## config.mk

```make
export PLATFORM = sky130hd
export DESIGN_NAME = ps2_voice_allocator
export DESIGN_NICKNAME = d
export VERILOG_FILES = /design/src/rtl/ps2_voice_allocator.sv
export SDC_FILE = /design/constraint.sdc
export NUM_CORES = 1
export LEC_CHECK = 0
export CORE_MARGIN = 2
export CORE_UTILIZATION = 48
export DETAILED_ROUTE_END_ITERATION = 16
export HOLD_SLACK_MARGIN = 0.12
export PLACE_DENSITY = 0.69
export SYNTH_ARGS = -nofsm -noshare
export SYNTH_HDL_FRONTEND = slang
export SYNTH_SLANG_ARGS = --single-unit
```

## constraint.sdc

```tcl
create_clock -name CLK -period 4.7 [get_ports CLK]
set_input_delay 0.94 -clock CLK [delete_from_list [all_inputs] [get_ports CLK]]
set_output_delay 0.94 -clock CLK [all_outputs]
set_load 0.005 [all_outputs]
```

## src/rtl/ps2_voice_allocator.sv

```systemverilog
// PS/2 set-2 byte decoder driving a 13-key piano row into NUM_VOICES oscillator
// slots, with lowest-free allocation, round-robin stealing and octave control.
module ps2_voice_allocator #(
  parameter int NUM_VOICES     = 4,
  parameter int DEFAULT_OCTAVE = 4,
  parameter int PREFIX_TIMEOUT = 1048576
) (
  input  logic                    CLK,
  input  logic                    RST_N,
  input  logic [7:0]              CODEWORD,
  output logic [NUM_VOICES-1:0]   VOICE_ON,
  output logic [7*NUM_VOICES-1:0] VOICE_NOTE,
  output logic [2:0]              OCTAVE,
  output logic                    NOTE_EVENT
);

  localparam int IW = (NUM_VOICES > 1) ? $clog2(NUM_VOICES) : 1;
  localparam int TW = $clog2(PREFIX_TIMEOUT + 1);
  localparam logic [IW-1:0] LAST_VOICE = IW'(NUM_VOICES - 1);
  localparam logic [TW-1:0] TMO_LAST   = TW'(PREFIX_TIMEOUT - 1);

  typedef enum logic [1:0] {IDLE, BRK, EXT, EXT_BRK} state_t;

  state_t                    r_state;
  logic [TW-1:0]             r_tmo;
  logic [2:0]                r_octave;
  logic [NUM_VOICES-1:0]     r_voice_on;
  logic [7*NUM_VOICES-1:0]   r_voice_note;
  logic [4*NUM_VOICES-1:0]   r_tag;
  logic [IW-1:0]             r_steal_ptr;
  logic                      r_note_event;

  logic                      w_byte;
  logic                      w_make;
  logic                      w_break;
  logic                      w_ext_make;
  logic                      w_key_vld;
  logic [3:0]                w_key_idx;
  logic [6:0]                w_oct7;
  logic [6:0]                w_note;
  logic                      w_hit;
  logic [IW-1:0]             w_hit_idx;
  logic                      w_free;
  logic [IW-1:0]             w_free_idx;
  logic [IW-1:0]             w_sel;
  logic [NUM_VOICES-1:0]     w_on_nxt;
  logic [7*NUM_VOICES-1:0]   w_note_nxt;
  logic [4*NUM_VOICES-1:0]   w_tag_nxt;
  logic [IW-1:0]             w_ptr_nxt;
  logic                      w_event;

  function automatic logic [4:0] key_decode(input logic [7:0] code);
    case (code)
      8'h1C:   key_decode = {1'b1, 4'd0};
      8'h1D:   key_decode = {1'b1, 4'd1};
      8'h1B:   key_decode = {1'b1, 4'd2};
      8'h24:   key_decode = {1'b1, 4'd3};
      8'h23:   key_decode = {1'b1, 4'd4};
      8'h2B:   key_decode = {1'b1, 4'd5};
      8'h2C:   key_decode = {1'b1, 4'd6};
      8'h34:   key_decode = {1'b1, 4'd7};
      8'h35:   key_decode = {1'b1, 4'd8};
      8'h33:   key_decode = {1'b1, 4'd9};
      8'h3C:   key_decode = {1'b1, 4'd10};
      8'h3B:   key_decode = {1'b1, 4'd11};
      8'h42:   key_decode = {1'b1, 4'd12};
      default: key_decode = 5'd0;
    endcase
  endfunction

  assign w_byte               = (CODEWORD != 8'h00);
  assign {w_key_vld, w_key_idx} = key_decode(CODEWORD);
  assign w_oct7               = {4'd0, r_octave};
  assign w_note               = (w_oct7 << 3) + (w_oct7 << 2) + {3'd0, w_key_idx};

  // Classify the current byte by decoder state; prefix bytes carry no action.
  always_comb begin
    w_make     = 1'b0;
    w_break    = 1'b0;
    w_ext_make = 1'b0;
    if (w_byte && (CODEWORD != 8'hF0) && (CODEWORD != 8'hE0)) begin
      case (r_state)
        IDLE:    w_make     = 1'b1;
        BRK:     w_break    = 1'b1;
        EXT:     w_ext_make = 1'b1;
        default: w_make     = 1'b0;
      endcase
    end else begin
      w_make = 1'b0;
    end
  end

  // Decoder state and prefix timeout; any byte restarts the timeout.
  always_ff @(posedge CLK or negedge RST_N) begin
    if (!RST_N) begin
      r_state <= IDLE;
      r_tmo   <= '0;
    end else if (w_byte) begin
      r_tmo <= '0;
      if (CODEWORD == 8'hE0) begin
        r_state <= EXT;
      end else if (CODEWORD == 8'hF0) begin
        r_state <= ((r_state == EXT) || (r_state == EXT_BRK)) ? EXT_BRK : BRK;
      end else begin
        r_state <= IDLE;
      end
    end else if (r_state != IDLE) begin
      if (r_tmo == TMO_LAST) begin
        r_state <= IDLE;
        r_tmo   <= '0;
      end else begin
        r_tmo <= r_tmo + TW'(1);
      end
    end else begin
      r_tmo <= '0;
    end
  end

  // Octave register, saturating at both ends.
  always_ff @(posedge CLK or negedge RST_N) begin
    if (!RST_N) begin
      r_octave <= 3'(DEFAULT_OCTAVE);
    end else if (w_ext_make && (CODEWORD == 8'h75) && (r_octave != 3'd7)) begin
      r_octave <= r_octave + 3'd1;
    end else if (w_ext_make && (CODEWORD == 8'h72) && (r_octave != 3'd0)) begin
      r_octave <= r_octave - 3'd1;
    end else begin
      r_octave <= r_octave;
    end
  end

  // Voice allocation: tag match first, then lowest free slot, else steal.
  always_comb begin
    w_on_nxt   = r_voice_on;
    w_note_nxt = r_voice_note;
    w_tag_nxt  = r_tag;
    w_ptr_nxt  = r_steal_ptr;
    w_hit      = 1'b0;
    w_hit_idx  = '0;
    w_free     = 1'b0;
    w_free_idx = '0;
    w_sel      = '0;
    for (int i = 0; i < NUM_VOICES; i++) begin
      if (!w_hit && r_voice_on[i] && (r_tag[4*i +: 4] == w_key_idx)) begin
        w_hit     = 1'b1;
        w_hit_idx = IW'(i);
      end else begin
        w_hit = w_hit;
      end
      if (!w_free && !r_voice_on[i]) begin
        w_free     = 1'b1;
        w_free_idx = IW'(i);
      end else begin
        w_free = w_free;
      end
    end
    if (w_make && w_key_vld && !w_hit) begin
      if (w_free) begin
        w_sel = w_free_idx;
      end else begin
        w_sel     = r_steal_ptr;
        w_ptr_nxt = (r_steal_ptr == LAST_VOICE) ? '0 : r_steal_ptr + IW'(1);
      end
      w_on_nxt[w_sel]           = 1'b1;
      w_note_nxt[7*w_sel +: 7]  = w_note;
      w_tag_nxt[4*w_sel +: 4]   = w_key_idx;
    end else if (w_break && w_key_vld && w_hit) begin
      w_on_nxt[w_hit_idx] = 1'b0;
    end else begin
      w_sel = '0;
    end
    w_event = (w_on_nxt != r_voice_on) || (w_note_nxt != r_voice_note);
  end

  // Voice bank registers and the change pulse.
  always_ff @(posedge CLK or negedge RST_N) begin
    if (!RST_N) begin
      r_voice_on   <= '0;
      r_voice_note <= '0;
      r_tag        <= '0;
      r_steal_ptr  <= '0;
      r_note_event <= 1'b0;
    end else begin
      r_voice_on   <= w_on_nxt;
      r_voice_note <= w_note_nxt;
      r_tag        <= w_tag_nxt;
      r_steal_ptr  <= w_ptr_nxt;
      r_note_event <= w_event;
    end
  end

  assign VOICE_ON   = r_voice_on;
  assign VOICE_NOTE = r_voice_note;
  assign OCTAVE     = r_octave;
  assign NOTE_EVENT = r_note_event;

endmodule

```

# ---- Word-level counts from Yosys, hierarchy flattened
# Index checks and enable logic that the tools add are counted.
dict set report word_totals {
  regBits 77
  latch_bits 0
  ramBits 0
  mem_bits_ro 0
  input_bits 10
  out_inout_bits 36
  word_cells 146
  n_memories 0
}
dict set report op_classes {
  addsub 8
  n_mul 1
  div_mod_pow 0
  order_cmp 4
  n_eq_ne 31
  n_shift 4
  mux 44
  bitwise_logic 4
  reduce_logical 42
}
# op n
set ops {}
lappend ops {{equality test 8 x 6 -> 1 bit, second input constant} 9}
lappend ops {{case mux 5 bit (13 select lines)} 1}
lappend ops {{2-to-1 mux 21 bit} 3}
lappend ops {{negation 4 -> 34 bit} 1}
lappend ops {{negation 5 -> 34 bit} 1}
lappend ops {{variable shift 4 x 34 -> 16 bit, first input constant} 1}
lappend ops {{variable shift 7 x 34 -> 28 bit, first input constant} 1}
lappend ops {{indexed part select 4 x 34 -> 16 bit} 1}
lappend ops {{indexed part select 7 x 34 -> 28 bit} 1}
lappend ops {{bitwise mux 28 bit} 1}
lappend ops {{2-to-1 mux 28 bit} 1}
lappend ops {{inequality test 28 bit} 1}
lappend ops {{2-to-1 mux 2 bit} 13}
lappend ops {{equality test 8 x 5 -> 1 bit, second input constant} 3}
lappend ops {{equality test 8 x 7 -> 1 bit, second input constant} 3}
lappend ops {{logical AND 1 bit} 22}
lappend ops {{adder 21 x 1 -> 21 bit, second input constant} 1}
lappend ops {{equality test 21 x 20 -> 1 bit, second input constant} 1}
lappend ops {{2-to-1 mux 1 bit} 18}
lappend ops {{bitwise mux 16 bit} 1}
lappend ops {{equality test 4 bit} 4}
lappend ops {{equality test 8 bit, second input constant} 2}
lappend ops {{inequality test 8 bit, second input constant} 2}
lappend ops {{zero test 1 bit} 9}
lappend ops {{25 further kinds} 37}

# ---- Longest topological paths before layout
dict set report depth {
  word_depth 28
  ltp_mapped 18
  mapped_depth_nobuf 15
}

# ---- Worst setup path before layout
# OpenSTA, ideal clock, no wires.
dict set report synth_timing {
  path_type {input to register}
  startpoint {input port CODEWORD[0]}
  endpoint {register r_note_event (netlist: NOTE_EVENT)}
  setup_ns 0.147
  t_arrival_ns 4.512
  t_required_ns 4.553
  path_slack_ns 0.041
  cell_stages 16
  n_path_buf 3
  cell_sequence {buf_6 or4b_4 nand4bb_4 o31a_2 buf_6 inv_1 fa_1 ha_1 fa_1 buf_6 nand2_1 a22o_1 o31a_1 nor4_1 a31o_2 o221ai_1}
}
dict set report synth_via {
  elab_chain_cells 27
  word_cells_on_any_way 63
  classes_between {add/sub (1); order compare (2); eq/ne (21); shift (1); mux (16); bitwise (2); reduce/logical (20)}
}
# item line
set synth_lines {}
lappend synth_lines {{from (decl)} 10} ;# input logic [7:0] CODEWORD,
lappend synth_lines {{equality test 8 x 7 -> 1 bit (tied with other cells)} 53} ;# case (code)
lappend synth_lines {{case mux 5 bit (13 select lines)} 53}
lappend synth_lines {{equality test 4 bit} 144} ;# if (!w_hit && r_voice_on[i] && (r_tag[4*i +: 4] == w_key_idx)) begin
lappend synth_lines {{logical AND 1 bit} 144}
lappend synth_lines {{2-to-1 mux 1 bit} 144}
lappend synth_lines {{zero test 1 bit} 144}
lappend synth_lines {{logical AND 1 bit (2 in series)} 144}
lappend synth_lines {{2-to-1 mux 1 bit} 144}
lappend synth_lines {{(+11 left out)} -}
lappend synth_lines {{demux 1 bit (select 2 bit)} 168} ;# w_on_nxt[w_hit_idx] = 1'b0;
lappend synth_lines {{inverter 4 bit (no line)} -}
lappend synth_lines {{AND 4 bit (no line)} -}
lappend synth_lines {{2-to-1 mux 4 bit} 167} ;# end else if (w_break && w_key_vld && w_hit) begin
lappend synth_lines {{2-to-1 mux 4 bit} 157} ;# if (w_make && w_key_vld && !w_hit) begin
lappend synth_lines {{inequality test 4 bit} 172} ;# w_event = (w_on_nxt != r_voice_on) || (w_note_nxt != r_voice_note);
lappend synth_lines {{logical OR 1 bit *} 172}
lappend synth_lines {{named net w_event} 50} ;# logic w_event;
lappend synth_lines {{to (signal assigned)} 188} ;# r_note_event <= w_event;
lappend synth_lines {{to (decl)} 31} ;# logic r_note_event;
# The timed path passes the listed nets; every way through them passes the cells marked *.
# A chain may end at the register's enable or synchronous reset.

# ---- Final worst setup path
# Ends and elaborated chain as after synthesis.

==> impl_metrics.env <==
export IMPL_status="complete, no violations"
export IMPL_skew_ns=0.00909
export IMPL_worstSetupEndpointType="flop"
export IMPL_synthDominantCellAreaShare=0.397
export IMPL_grt_setup_unrepaired="false"
export IMPL_initial_utilization=0.492
export IMPL_avgSynthCellArea_sq_um=9.84
export IMPL_async_reset_ff_frac=1.00
export IMPL_final_area_sq_um=5710
export IMPL_fin_crit_ns=4.58
export IMPL_tns_ns=0
export IMPL_drv_cap=0
export IMPL_die_area_sq_um=10800
export IMPL_synth_common_cells="76 x dfrtp_1, 45 x nor2_1, 44 x nand2_1"
export IMPL_clk_pin_slew_ns=0.08
export IMPL_post_route_period_util=0.973
export IMPL_slew_violations=0
export IMPL_fin_util=0.587
export IMPL_hold_viol=0
export IMPL_yosysMostFrequentCell="dfrtp_1"
export IMPL_yosysUniqueCellTypes=73
export IMPL_port_buffers=45
export IMPL_start_kind="input pin"
export IMPL_synth_edff_count=0
export IMPL_fmax_ghz=0.219
export IMPL_critPathMaxFanout=4
export IMPL_ant_nets=0
export IMPL_via_count=4116
export IMPL_gp_congestion=1.01
export IMPL_cts_made_buffers=9
export IMPL_tritoncts="done"
export IMPL_worst_pin_slew_ns=0.953
export IMPL_cts_sinks=77
export IMPL_hp_class="reg -> reg"
export IMPL_die_w_um=104
export IMPL_total_power_mw=1.98
export IMPL_syn_area_sq_um=4790
export IMPL_slowest_delay_ns=0.54
export IMPL_synth_warnings=0
export IMPL_antenna_found_initial=0
export IMPL_grt_ovfl_total=0
export IMPL_power_density_nw_per_um2=346
export IMPL_coreArea_sq_um=9730
export IMPL_crit_path_top_delay_cell="or4b_4"
export IMPL_grt_max_degree=78
export IMPL_ys_ff_latch=77
export IMPL_grt_pass1_wl_mm=19.9
export IMPL_antenna_cells=0
export IMPL_synth_area_leaders="dfrtp_1 40%, a22o_1 5.1%, ha_1 4.4%, xor2_1 4.0%, nor2_1 3.5%"
export IMPL_wl_per_cell_um=17.8
export IMPL_fin_nets=587
export IMPL_drcViolationCount=0
export IMPL_worstPathArrival_ns=4.79
export IMPL_drive_gt1_frac=0.149
export IMPL_dpl_cell_area_sq_um=5450
export IMPL_vias_per_cell=5.92
export IMPL_cp_cell_sequence="clkdlybuf4s50_1 -> or4b_4 -> nand4bb_4 -> o31a_2 -> inv_1 -> fa_1 -> ha_1 -> fa_1 -> inv_1 -> o22ai_1 -> a211o_1 -> a31oi_1 -> nand4_1 -> nor4_1 -> a31o_2 -> o221ai_1"
export IMPL_setup_violations=0
export IMPL_ios=46
export IMPL_holdWs_ns=0.506
export IMPL_ir_drop_mv=0.155
export IMPL_cts_setup_buffers=0
export IMPL_max_slew_margin=0.365
export IMPL_grt_pass1_vias=3967
export IMPL_drtPass1Iterations=7
export IMPL_synth_ff_type="dfrtp_1"
export IMPL_grt_use_total=0.231
export IMPL_cts_max_path_buffers=2
export IMPL_clock_latency_ns=0.36
export IMPL_synthToLayoutAreaGrowth_pct=19.2
export IMPL_die_y_um=104
export IMPL_criticalPathCategory="in -> reg"
export IMPL_dp_hpwl_mm=9.00
export IMPL_synth_cells=487
export IMPL_yosysSeqAreaShare=0.402
export IMPL_required_ns=4.92
export IMPL_htreeDepth=3
export IMPL_num_rows=36
export IMPL_cts_root_buf="clkbuf_8"
export IMPL_wirelength_mm=12.4
export IMPL_syn_nets=517
export IMPL_drt_iter0_drc=329
export IMPL_yosysTopAreaCell="dfrtp_1"
export IMPL_leakage_nw=2.58
-- cell type report --
cell class	instances	area, sq um
fillers	868	4020
well taps	133	166
clock buffers	9	124
flip-flops and latches	77	1930
multi-input cells	356	2520
clock inverters	7	128
repair buffers	83	733
inverters	30	113
-- worst max-delay path: cells and delay by family --
| family | cells | cell delay (ns) |
|---|---|---|
| AND/OR/NAND/NOR | 4 | 1.04 |
| buffers and inverters | 3 | 0.65 |
| adder cells (fa/ha/maj) | 3 | 1.16 |
| AO/OA/AOI/OAI | 6 | 1.01 |
-- metrics by stage --
step           setup slack (ns)  instances
6_report                  0.125        695
4_1_cts                  0.0772        695
2_1_floorplan            0.0415        487
3_3_place_gp             -0.220        679
5_1_grt                  0.0112        695
3_5_place_dp             -0.295        679
-- sequential cells by signal, indices dropped and copies added, names as in the netlist --
name	count
OCTAVE	3
r_state	2
NOTE_EVENT	1
r_tmo	21
r_steal_ptr	2
VOICE_NOTE	28
VOICE_ON	4
r_tag	16
-- metal layers --
layer / up-vias / global-route usage / wire [um]
met3: 41 / 0.0445 / 870
li1: 1897 / - / -
met4: 0 / 0.0907 / 374
met5: - / 0 / 0
met2: 204 / 0.358 / 5740
met1: 1974 / 0.320 / 5390
-- power by group --
| group | switching (mW) | internal, mW |
|---|---|---|
| clock network | 0.274 | 0.362 |
| logic | 0.353 | 0.250 |
| registers | 0.0475 | 0.691 |
| total | 0.675 | 1.30 |
-- path summary, 6_finish.rpt --
path,from,end,slack (ns),cells after the start
setup reg to reg,VOICE_ON[0],NOTE_EVENT,1.18,11
hold / removal,r_tmo[0],r_tmo[0],0.51,1
max in group asynchronous,RST_N,VOICE_NOTE[10],3.35,1
setup / recovery,CODEWORD[0],NOTE_EVENT,0.12,16
min in group asynchronous,RST_N,VOICE_NOTE[27],0.73,1
hold reg to reg,r_tmo[0],r_tmo[0],0.51,1
-- placed cells by master, fill, tap and decap left out, drive strengths merged, types with 4 or more instances in the layout --
cell           netlist  routed
clkdlybuf4s50        0      44
xnor2               16      16
and3                 5       5
a22o                31      31
a41oi                4       4
a31oi                9       9
ha                  17      17
nor2                46      46
a21oi               18      18
xor2                22      22
nand3               13      13
nor2b                4       4
o22ai                8       8
buf                 15      39
nand2               48      48
clkbuf               8       9
a21o                 8       8
inv                 30      34
o21ai               26      26
nor4                 8       8
nand4                7       7
nor3                 6       6
o31ai                5       5
dfrtp               76      76
-- cell families (layout without fill, tap and decap cells) --
kind of cell | count (synthesis) | in the layout | share of synthesized area
compound gates | 135 | 135 | 0.206
flops | 77 | 77 | 0.402
xor+xnor | 38 | 38 | 0.0710
buf+inv | 54 | 129 | 0.0731
fa+ha+maj | 20 | 20 | 0.0569
mux | 2 | 2 | 0.00470
simple gates | 161 | 161 | 0.186
-- timing repair --
item | 4_1_cts | 5_1_grt
endpoints found under the setup margin | 0 | 1
resized for setup | 0 | 1
hold buffers | 0 | 0
(Power assumes the default switching activity.)
